**config.mk**
```make
export PLATFORM = sky130hd
export DESIGN_NAME = div_ctrl
export DESIGN_NICKNAME = d
export VERILOG_FILES = /design/src/rtl/div_ctrl_pkg.sv /design/src/rtl/div_ctrl.sv
export SDC_FILE = /design/constraint.sdc
export NUM_CORES = 1
export LEC_CHECK = 0
export CAP_MARGIN = 20
export CORE_MARGIN = 3
export CORE_UTILIZATION = 38
export DETAILED_ROUTE_END_ITERATION = 6
export GPL_TIMING_DRIVEN = 0
export PLACE_DENSITY_LB_ADDON = 0.05
export REMOVE_ABC_BUFFERS = 1
export SETUP_SLACK_MARGIN = 0.4
export SYNTH_ARGS = -nofsm -noshare
export SYNTH_HDL_FRONTEND = slang
export SYNTH_SLANG_ARGS = --single-unit
```
**constraint.sdc**
```tcl
create_clock -name clk -period 3.2 [get_ports clk]
set_clock_uncertainty 0.15 [all_clocks]
set_input_delay 0.48 -clock clk [delete_from_list [all_inputs] [get_ports clk]]
set_output_delay 0.48 -clock clk [all_outputs]
set_load 0.005 [all_outputs]
```
**src/rtl/div_ctrl_pkg.sv**
```systemverilog
// Shared definitions for the EX-stage divide sequencer: ALU op codes that select a divide
// and a decode helper used by the sequencer.
package div_ctrl_pkg;

  localparam logic [4:0] DIV_CONTROL  = 5'b11010;
  localparam logic [4:0] DIVU_CONTROL = 5'b11011;

  function automatic logic is_div_op(input logic [4:0] op);
    return (op == DIV_CONTROL) || (op == DIVU_CONTROL);
  endfunction

endpackage

```
**src/rtl/div_ctrl.sv**
```systemverilog
// Sequencer between EX and the external multi-cycle divider: issues start/annul, stalls the
// pipeline while the divide is in flight and emits one HI/LO write per retired divide.
module div_ctrl
  import div_ctrl_pkg::*;
#(
  parameter int CNT_W = 6
) (
  input  logic             clk,
  input  logic             rst,
  input  logic [4:0]       alucontrol,
  input  logic [31:0]      srca,
  input  logic [31:0]      srcb,
  input  logic             flush_e,
  input  logic             stall_ext,
  input  logic             div_ready,
  input  logic [63:0]      div_result,
  output logic             div_start,
  output logic             div_signed,
  output logic             div_annul,
  output logic [31:0]      div_opa,
  output logic [31:0]      div_opb,
  output logic             div_stall,
  output logic             hilo_we,
  output logic [63:0]      hilo_wdata,
  output logic [CNT_W-1:0] div_cycles
);

  localparam logic [1:0] S_IDLE = 2'd0;
  localparam logic [1:0] S_BUSY = 2'd1;
  localparam logic [1:0] S_DONE = 2'd2;

  logic [1:0]       r_state;
  logic [1:0]       w_next_state;
  logic [CNT_W-1:0] r_cnt;
  logic [CNT_W-1:0] r_cycles;
  logic [63:0]      r_result;

  logic w_is_div;
  logic w_zero_div;
  logic w_accept;

  assign w_is_div   = is_div_op(alucontrol);
  assign w_zero_div = (srcb == 32'd0);
  assign w_accept   = w_is_div && !flush_e;

  always_ff @(posedge clk or posedge rst) begin
    if (rst) begin
      r_state <= S_IDLE;
    end else begin
      r_state <= w_next_state;
    end
  end

  always_comb begin
    w_next_state = S_IDLE;
    case (r_state)
      S_IDLE: begin
        if (w_accept) w_next_state = w_zero_div ? S_DONE : S_BUSY;
        else          w_next_state = S_IDLE;
      end
      S_BUSY: begin
        if (flush_e)        w_next_state = S_IDLE;
        else if (div_ready) w_next_state = S_DONE;
        else                w_next_state = S_BUSY;
      end
      S_DONE: begin
        if (!flush_e && stall_ext) w_next_state = S_DONE;
        else                       w_next_state = S_IDLE;
      end
      default: w_next_state = S_IDLE;
    endcase
  end

  // Outputs are forced low while rst is held so an EX-stage divide cannot leak a start
  // or stall through the asynchronously cleared state.
  always_comb begin
    div_start  = 1'b0;
    div_signed = 1'b0;
    div_annul  = 1'b0;
    div_opa    = 32'd0;
    div_opb    = 32'd0;
    div_stall  = 1'b0;
    hilo_we    = 1'b0;
    hilo_wdata = 64'd0;
    if (!rst) begin
      case (r_state)
        S_IDLE: begin
          if (w_accept) begin
            div_stall = 1'b1;
            if (!w_zero_div) begin
              div_start  = 1'b1;
              div_signed = (alucontrol == DIV_CONTROL);
              div_opa    = srca;
              div_opb    = srcb;
            end
          end
        end
        S_BUSY: begin
          div_stall = 1'b1;
          div_annul = flush_e;
        end
        S_DONE: begin
          hilo_wdata = r_result;
          hilo_we    = !flush_e && !stall_ext;
        end
        default: ;
      endcase
    end
  end

  always_ff @(posedge clk or posedge rst) begin
    if (rst) begin
      r_cnt    <= '0;
      r_cycles <= '0;
      r_result <= 64'd0;
    end else begin
      case (r_state)
        S_IDLE: begin
          if (w_accept) begin
            r_cnt <= '0;
            if (w_zero_div) r_result <= 64'd0;
          end
        end
        S_BUSY: begin
          if (!flush_e) begin
            if (div_ready) begin
              r_result <= div_result;
              r_cycles <= r_cnt;
            end else if (r_cnt != {CNT_W{1'b1}}) begin
              r_cnt <= r_cnt + CNT_W'(1);
            end
          end
        end
        default: ;
      endcase
    end
  end

  assign div_cycles = r_cycles;

endmodule

```
Word-level counts from Yosys, hierarchy flattened

Cells that the tools add are included.

Add/subtract/negate cells: 1
Equality and inequality tests: 11
Muxes and demuxes: 41
Bitwise logic cells: 1
Reduce and logical (&&, ||, !) cells: 12

Operator list:

| operator              | count |
|---|---|
| $mux W64              | 6 |
| $mux W32              | 8 |
| $pmux W64 S2          | 1 |
| $logic_not A32 Y1     | 1 |
| $mux W6               | 4 |
| $mux W1               | 14 |
| $ne A2 B2 Y1 const B  | 6 |
| $pmux W6 S2           | 1 |
| $eq A5 B5 Y1 const B  | 2 |
| $mux W2               | 5 |
| $reduce_and A5 Y1     | 2 |
| $add A6 B1 Y6 const B | 1 |
| $ne A6 B6 Y1 const B  | 1 |
| $pmux W2 S3           | 1 |
| $logic_and A1 B1 Y1   | 3 |
| $reduce_and A3 Y1     | 1 |
| $eq A2 B1 Y1 const B  | 1 |
| $eq A2 B2 Y1 const B  | 1 |
| $logic_not A1 Y1      | 2 |
| $logic_not A2 Y1      | 1 |
| $pmux W1 S2           | 1 |
| $reduce_bool A2 Y1    | 1 |
| $logic_or A1 B1 Y1    | 1 |
| $not A1 Y1            | 1 |

Bits in registers: 78
Input bits: 138
Output and inout bits: 139
Logic and storage cells: 70

Logic depth before layout (Yosys ltp)

Gate-level depths: netlist of the first run.

Word-level depth: 6
Gate-level depth with buffers: 7
Depth with buffers taken out: 5

Worst setup path before layout of the first run

No wires, ideal clock.

Path type: input -> output
Start point: input rst
End point: output div_annul
Data arrival time: 2.484 ns
Data required time: 2.570 ns
Setup slack: 0.086 ns
Stages: 2
Path buffers: 0
Path through: inv_1 and3_1

Longest elaborated chain between the ends: 1

RTL lines:

| element            | RTL line       | text |
|---|---|---|
| start: declaration | div_ctrl.sv:9  | `input logic rst,` |
| $mux W1            | div_ctrl.sv:85 | `if (!rst) begin` |
| end: declaration   | div_ctrl.sv:19 | `output logic div_annul,` |

Every way passes these cells.

Worst setup path in the final report of the first run

Start point: input srcb[15]
End point: output div_opb[17]

Longest elaborated chain between the ends: 5

RTL lines:

| element            | RTL line       | text |
|---|---|---|
| start: declaration | div_ctrl.sv:12 | `input logic [31:0] srcb,` |
| $logic_not A32 Y1  | div_ctrl.sv:43 | `assign w_zero_div = (srcb == 32'd0);` |
| $mux W32           | div_ctrl.sv:90 | `if (!w_zero_div) begin` |
| $mux W32           | div_ctrl.sv:88 | `if (w_accept) begin` |
| $mux W32           | div_ctrl.sv:86 | `case (r_state)` |
| $mux W32           | div_ctrl.sv:85 |  |
| end: declaration   | div_ctrl.sv:21 | `output logic [31:0] div_opb,` |

Every way passes these cells.

==> run summary, run 1 <==
The run finished with clean final reports. The initial antenna violation count was 1. The worst register-to-register path begins at r_state[1]$_DFF_PP0_. The count of buffers added on input and output ports is 276. For this run, the leading register cell type out of synthesis is sky130_fd_sc_hd__dfrtp_1.

The number of global-route vias before repair came out at 4657. In the routed layout, each cell is associated on average with a via count of 5.14. The repair_antennas step left the layout with diodes totalling 0. For this block, the routed nets add up to 16000 um of wire. Walking the worst path, the cells encountered are dlygate4sd2_1, nor4_2, and4_4, buf_4, buf_6, a211oi_4, buf_6, and2_1, clkdlybuf4s15_2. The most common cell in the netlist was sky130_fd_sc_hd__and2_1. The type of the worst setup path was input pin to primary output. After detailed routing, the number of remaining DRC violations is 0. Summed over all layers, the global routing overflow is 0.

The last weighted congestion value of the routability-driven placer is 0.859. CTS built an H-tree with a depth of 3. In this run, post-CTS hold repair placed 0 buffers. Number of different library cells in the post-synthesis netlist: 41. The number of failing hold endpoints at the final stage is 0, and the number of inserted filler cells in the final layout is 934. The net count of the finished layout is 870, and the area inside the core boundary is 11500 um2. Clock tree synthesis selected as its root buffer the cell sky130_fd_sc_hd__clkbuf_16. For the end-of-flow core utilization, the log shows 68.8%. The final critical path time including I/O delays and setup was 2730 ps. Launching element type of the critical path: an input pin. The run gives 25100 um as the global-route wire length before repair. The cell with the biggest individual delay on the critical path was sky130_fd_sc_hd__nor4_2. The pin count of the biggest net entering global routing was 42. The tools report the total clock buffers created by CTS as 9. On the worst path, the slowest cell contributes a delay of 300 ps.

The share of final-layout standard cells stronger than drive strength 1 is 20.8%. The die covers 13200 um2. For the max-slew violation count, the log shows 0. Sorting the synthesized cells by area gives the leading types as sky130_fd_sc_hd__dfrtp_1, sky130_fd_sc_hd__and2_1, sky130_fd_sc_hd__a22o_1, sky130_fd_sc_hd__a21o_1, sky130_fd_sc_hd__buf_2. For this configuration, the core starts out at a cell density of 39.2%. Summed over all failing endpoints, the final setup total negative slack is 0 ps. The number of enable-type register cells in the synthesized netlist came out at 0.

For the total I/O pin count, the log shows 277. The synthesized netlist occupies a cell area of 4510 um2. In this run the tightest slew margin relative to its limit is 34.4%.

In the final routed layout, each cell accounts on average for 18.2 um. The logs give 78 for the clock sink total and 2 for the clock tree buffer depth. Clock-pin slew was measured on the worst setup and hold paths at 60 ps. The tool flagged a number of max-cap violations equal to 0.

The area growth from synthesis to layout was 75.7%. The worst setup path is captured at a primary output. The data arrival time at the worst-slack endpoint is 2100 ps.

The number of buffers and inverters on the critical path was 5; the number of optimization iterations in the first detailed-route pass was 4. Counting flops and latches in the post-synthesis netlist gives 78. The clock insertion delay at the later pin of the skew report is 320 ps. Of all cell types, the one taking the most synthesized area is sky130_fd_sc_hd__dfrtp_1. For the pin with the worst max-slew slack, the measured transition is 982 ps. The logs give 23.9% for the overall track demand over capacity in global routing and 1950 um2 for the storage element area. Dividing the final minimum period by the clock period gives 85.4%. Hold is met by 171 ps. Timing would allow up to 366 MHz. The required time of the worst setup path was 2570 ps; the remaining antenna violation count was 0. The Yosys step of the flow raised 0 warnings. In this run the worst setup path begins at srcb[15].

Of the synthesized area, sequential elements account for 43.3%. Setup violations remaining at the end of the flow were counted as 0. Of all nets on the critical path, the largest fanout is 6. By count the netlist is led by sky130_fd_sc_hd__and2_1, sky130_fd_sc_hd__dfrtp_1, sky130_fd_sc_hd__a21o_1, sky130_fd_sc_hd__a22o_1, sky130_fd_sc_hd__buf_2. The power per cell area was 301 nW/um2; the initial DRC count was 288. The fraction of post-synthesis cell area in the top cell type by area was 43.3%. The height of the die was 115 um; the leakage power of the design was 3.60 nW. The cell count after synthesis came out at 440. The path type of the worst min-delay path is input pin to async pin. TritonCTS built the clock tree.

The total vias in the final route is 4519. Summing all multi-input logic gate instances after layout gives 2510 um2. The per-instance average area after synthesis works out to 10.2 um2. After legalization and detailed placement, the total HPWL measured 11700 um.

The async set-reset flop share out of synthesis is 100%, and the total number of placement rows is 39. By instance count, the cell type seen most on the critical path is sky130_fd_sc_hd__buf_6. The cell family contributing the most delay on the critical path is buffers and inverters. The run gives 0.000280 V as the worst ir drop on vdd. Setup repair after global routing could not meet its margin everywhere. The die is 115 um wide.
## worst paths after layout
path / to / slack [ps] / depth (start not counted)
hold / removal: r_cnt[3]$_DFFE_PP0P_ / 170 / 2
min in group clk: r_result[13]$_DFFE_PP0P_ / 340 / 1
setup reg to reg: r_result[22]$_DFFE_PP0P_ / 620 / 7
setup / recovery: div_opb[17] / 470 / 9
max in group asynchronous: r_state[1]$_DFF_PP0_ / 2150 / 3
hold reg to reg: r_result[13]$_DFFE_PP0P_ / 340 / 1
## report_power, final
part / switching (mW) / internal, mW / total, mW
combinational: 0.114 / 0.202 / 0.315
sequential: 0.0133 / 0.999 / 1.01
clock: 0.372 / 0.686 / 1.06
## metal layers
metal,vias up,GRT usage (%),routed length [um],part of all wire (%)
met3,24,7.68,1120,7.0
met2,140,40.6,8070,50
met1,2202,29.3,6480,40
met5,-,0,7,0.044
met4,2,6.49,327,2.0
li1,2151,-,-,-
## through the flow
step	power, mW	setup WS (ps)	cells	cell area, um2
6_report	2.39	466	879	7930
3_5_place_dp	1.35	-770	836	7490
3_3_place_gp	1.34	-10570	824	7260
4_1_cts	2.41	359	873	7860
5_1_grt	2.48	364	879	7930
2_1_floorplan	1.11	-4880	405	4320
## flip-flops by register name, indices dropped and copies added (netlist names)
register / count
r_result: 64
div_cycles: 6
r_cnt: 6
r_state: 2
## layout by cell type (no fill, tap or decap), types with 7 or more instances in the layout
cell	n
sky130_fd_sc_hd__a21o_1	65
sky130_fd_sc_hd__a22o_1	64
sky130_fd_sc_hd__and2_1	124
sky130_fd_sc_hd__buf_2	54
sky130_fd_sc_hd__buf_4	14
sky130_fd_sc_hd__buf_6	11
sky130_fd_sc_hd__clkbuf_16	9
sky130_fd_sc_hd__clkdlybuf4s15_1	7
sky130_fd_sc_hd__clkdlybuf4s50_1	172
sky130_fd_sc_hd__dfrtp_1	76
sky130_fd_sc_hd__dlygate4sd2_1	28
sky130_fd_sc_hd__dlymetal6s2s_1	7
sky130_fd_sc_hd__nor4_2	8
## cell type report
class	count	area share, %
Timing Repair Buffer	314	37.3
Tap cell	143	2.26
Multi-Input combinational cell	327	31.6
Sequential cell	78	24.7
Inverter	1	0.0789
Clock buffer	13	3.54
Clock inverter	3	0.505
## timing repair
item / in CTS / in global routing
pin swaps: 14 / 10
gates resized for setup: 302 / 20
cloned: 3 / 0
setup endpoints to repair: 133 / 104
buffers inserted: 18 / 6
## logic make-up (layout without fill, tap and decap cells)
group,count (synthesis),in the layout,share of synthesized area [%]
adder cells (fa/ha/maj),1,1,0.277
AND/OR/NAND/NOR,176,176,24.7
AO/OA/AOI/OAI,140,141,25.3
multiplexers,9,9,2.16
flip-flops,78,78,43.3
buffers and inverters,36,331,4.27
(Power assumes the default switching activity.)
==> inputs of run 2 (changes only) <==
--- a/config.mk
+++ b/config.mk
@@ -10,9 +10,10 @@
 export CORE_UTILIZATION = 38
 export DETAILED_ROUTE_END_ITERATION = 6
 export GPL_TIMING_DRIVEN = 0
-export PLACE_DENSITY_LB_ADDON = 0.05
+export PLACE_DENSITY = 0.93
 export REMOVE_ABC_BUFFERS = 1
 export SETUP_SLACK_MARGIN = 0.4
 export SYNTH_ARGS = -nofsm -noshare
 export SYNTH_HDL_FRONTEND = slang
 export SYNTH_SLANG_ARGS = --single-unit
+export TNS_END_PERCENT = 100
==> run 2 against run 1 <==
  * First-iteration DRC count up 8.3%
  * Count of clock-buffer cells in the layout down 1
  * Register-to-register slack worse by 20 ps
  * Design area up 1.2%
  * Via count up 5.1%
  * Sequential cell count unchanged
  * Die area unchanged
==> run summary, run 2 (synthesis results as in run 1) <==
The run finished with clean final reports. Routed signal wires occupy layers up through met4. The logs give 42.7% for the sequential fraction of design power and 2220 ps for the data arrival time at the worst-slack endpoint.

The first global-routing pass estimated 27300 um of wire. Initial DRC count: 312. Setup repair after global routing could not meet its margin everywhere.

For the pin with the worst max-slew slack, the measured transition is 773 ps. Routability-driven placement finished with a final weighted congestion of 0.899. The upper clock frequency limit is 351 MHz, and the count of buffers from port buffering is 276. Total grt overflow: 0.

After detailed routing, the met2 layer carries 9460 um of wire. TritonCTS built the clock tree. After layout, the worst path uses 89.0% of the clock period. For this run, the share of the core covered by cells in the final layout is 69.6%. The run gives 49 as the pin count of the biggest net entering global routing.

The tree is rooted in a sky130_fd_sc_hd__clkbuf_16. For the finished layout, the period the worst path requires is 2850 ps. The proportion of total power due to net switching came out at 22.6%. The tools report the max-slew violation count as 0.

The most common library cell in the layout ignoring fill and taps was sky130_fd_sc_hd__clkdlybuf4s50_1. The tools report the number of optimization iterations in the first detailed-route pass as 4. Once placement finished, the instance area stood at 7510 um2. The tools report the worst reg2reg path endpoint as r_result[46]$_DFFE_PP0P_. The net count of the finished layout is 868.

The final layout contains routed wiring with a total length of 17800 um. In this run, post-CTS hold repair placed 0 buffers. Max-cap violations in this run came to 0.

Once placement completed, the tool counted placed cells totaling 837. For the worst setup path, the data required time is 2570 ps. The top cell types in the final layout, fill and taps aside, are sky130_fd_sc_hd__clkdlybuf4s50_1, sky130_fd_sc_hd__and2_1, sky130_fd_sc_hd__dfrtp_1, sky130_fd_sc_hd__dlygate4sd2_1, sky130_fd_sc_hd__a21o_1. After legalization and detailed placement, the total HPWL measured 12900 um.

The logs give 11500 um2 for the area inside the core boundary and 0 for the remaining antenna violation count. Counting the fill cells in the layout gives 814. Grouping stages by cell kind, the critical path spends the most delay in buffers and inverters. The number of buffers and inverters on the critical path works out to 4.

Ranked by flip-flop count, first place goes to r_result. The signal on the critical path passes through dlygate4sd2_1, nor4_2, and4_4, a211oi_4, buf_8, bufbuf_16, and2_4, clkdlybuf4s15_2. The logs give 39 for the total number of placement rows and 13200 um2 for the total die area.

Of all nets on the critical path, the largest fanout is 5. Number of global-route vias before repair: 5121. The launching element type of the critical path was an input pin. The run gives 6700 um as the met1 wire length. The internal cell power was 1.83 mW; the count of non-filler cells in the finished layout was 881.

The worst setup path is of the input pin to primary output kind. The relative slew slack is 48.3%, and the ratio of routed vias to standard cells is 5.39. The design draws 2.37 mW. In this run the register-to-register setup slack is 600 ps. For the clock share of power, the log shows 43.3%. Path type of the worst min-delay path: input pin to async pin. The count of unresolved DRC violations after routing was 0. Initial antenna violation count: 4. On the critical path, the stage with the largest delay is an instance of sky130_fd_sc_hd__nor4_2. Number of flip-flops in the largest register: 64.

In the final layout, flip-flops and latches occupy 1950 um2. For the number of failing hold endpoints at the final stage, the log shows 0. The CTS H-tree depth came out at 3. The tools report the number of failing setup endpoints in the final timing report as 0.

The worst ir drop on vdd is 0.000254 V, and the height of the die is 115 um. On the worst path, the slowest cell contributes a delay of 330 ps. Post-route setup TNS: 0 ps.

The launching point of the worst reg2reg path is r_state[1]$_DFF_PP0_. The later pin in the worst-skew pair is clocked with a latency of 320 ps. For this configuration, the core starts out at a cell density of 39.2%. Measured along the x axis, the die boundary spans 115 um. The combined area of the multi-input logic cells is 2530 um2, and the net switching power is 0.536 mW. Summed over all cells, the static leakage comes to 3.64 nW.

The run gives 8020 um2 as the final non-filler cell area. Relative to the synthesized area, the layout overhead comes to 77.8%. The worst register-to-register path has a depth of 7. In the final routed layout, each cell accounts on average for 20.2 um.

Counting along the longest clock path gives a buffer depth of 2. The post-route netlist has 14.4% of its cells at a drive strength greater than 1. Global routing consumed, over all layers together, 26.5% of the routing resources. Buffers inserted during clock tree synthesis total 9.

Power spread over the standard cell area amounts to 296 nW/um2. The total I/O pin count was 277. The routed layout has 4751 vias.

Clock tree synthesis found a total of 78 sinks. Summed over all nets, wire length on met3 after detailed routing comes to 1080 um. Kind of end point of the critical path: a primary output.

The clock edge transition at the registers on the reported setup and hold paths works out to 60 ps. Of the total power, combinational logic draws 13.9%.
-- run 2: worst max path at each step --
stage | start | endpoint | depth (start not counted)
2_1_floorplan | flush_e | r_result[0]$_DFFE_PP0P_ | 4
3_3_place_gp | flush_e | r_result[16]$_DFFE_PP0P_ | 5
3_5_place_dp | flush_e | div_signed | 8
4_1_cts | r_state[1]$_DFF_PP0_ | hilo_wdata[5] | 5
5_1_grt | srcb[28] | div_opb[24] | 8
6_report | srcb[28] | div_opb[24] | 8
-- run 2: worst reg2reg max path, stage by stage (launching register included) --
cell	delay, ps
sky130_fd_sc_hd__dfrtp_2	460
sky130_fd_sc_hd__buf_4	160
sky130_fd_sc_hd__nor4bb_4	670
sky130_fd_sc_hd__a21oi_4	240
sky130_fd_sc_hd__buf_16	240
sky130_fd_sc_hd__buf_16	180
sky130_fd_sc_hd__a22o_1	220
sky130_fd_sc_hd__a21o_1	160
-- run 2: what timing repair did --
| action | CTS | global route |
|---|---|---|
| setup buffers | 16 | 3 |
| resized for setup | 165 | 34 |
| cloned | 5 | 0 |
| setup endpoints to repair | 134 | 85 |
| pin swaps | 25 | 11 |
| hold endpoints to repair | 0 | 0 |
-- run 2: layout make-up --
| cell class | count | share of cell area (%) |
|---|---|---|
| sequential | 78 | 24.4 |
| multi-input combinational | 328 | 31.5 |
| clock inverter | 4 | 0.687 |
| tap | 143 | 2.23 |
| clock buffer | 12 | 3.07 |
| antenna | 4 | 0.125 |
| inverter | 1 | 0.0780 |
| timing repair buffer | 311 | 37.9 |
-- run 2: power groups by stage --
stage | Combinational, mW | Clock (mW) | Sequential (mW)
global route | 0.354 | 1.11 | 1.01
global placement | 0.312 | 0 | 1.03
detailed placement | 0.327 | 0 | 1.03
CTS | 0.324 | 1.06 | 1.01
finish | 0.330 | 1.03 | 1.01
floorplan | 0.0824 | 0 | 1.03
-- run 2: layer usage --
layer	vias to the layer above	track usage (%)
li1	2168	-
met1	2329	30.0
met2	222	47.8
met3	32	5.05
met4	0	12.5
met5	-	0
-- run 2: per-stage QoR --
stage	hold WS, ps	setup slack, ps
6_report	160	352
5_1_grt	188	314
4_1_cts	161	409
3_5_place_dp	331	-880
3_3_place_gp	323	-9940
2_1_floorplan	314	-4880
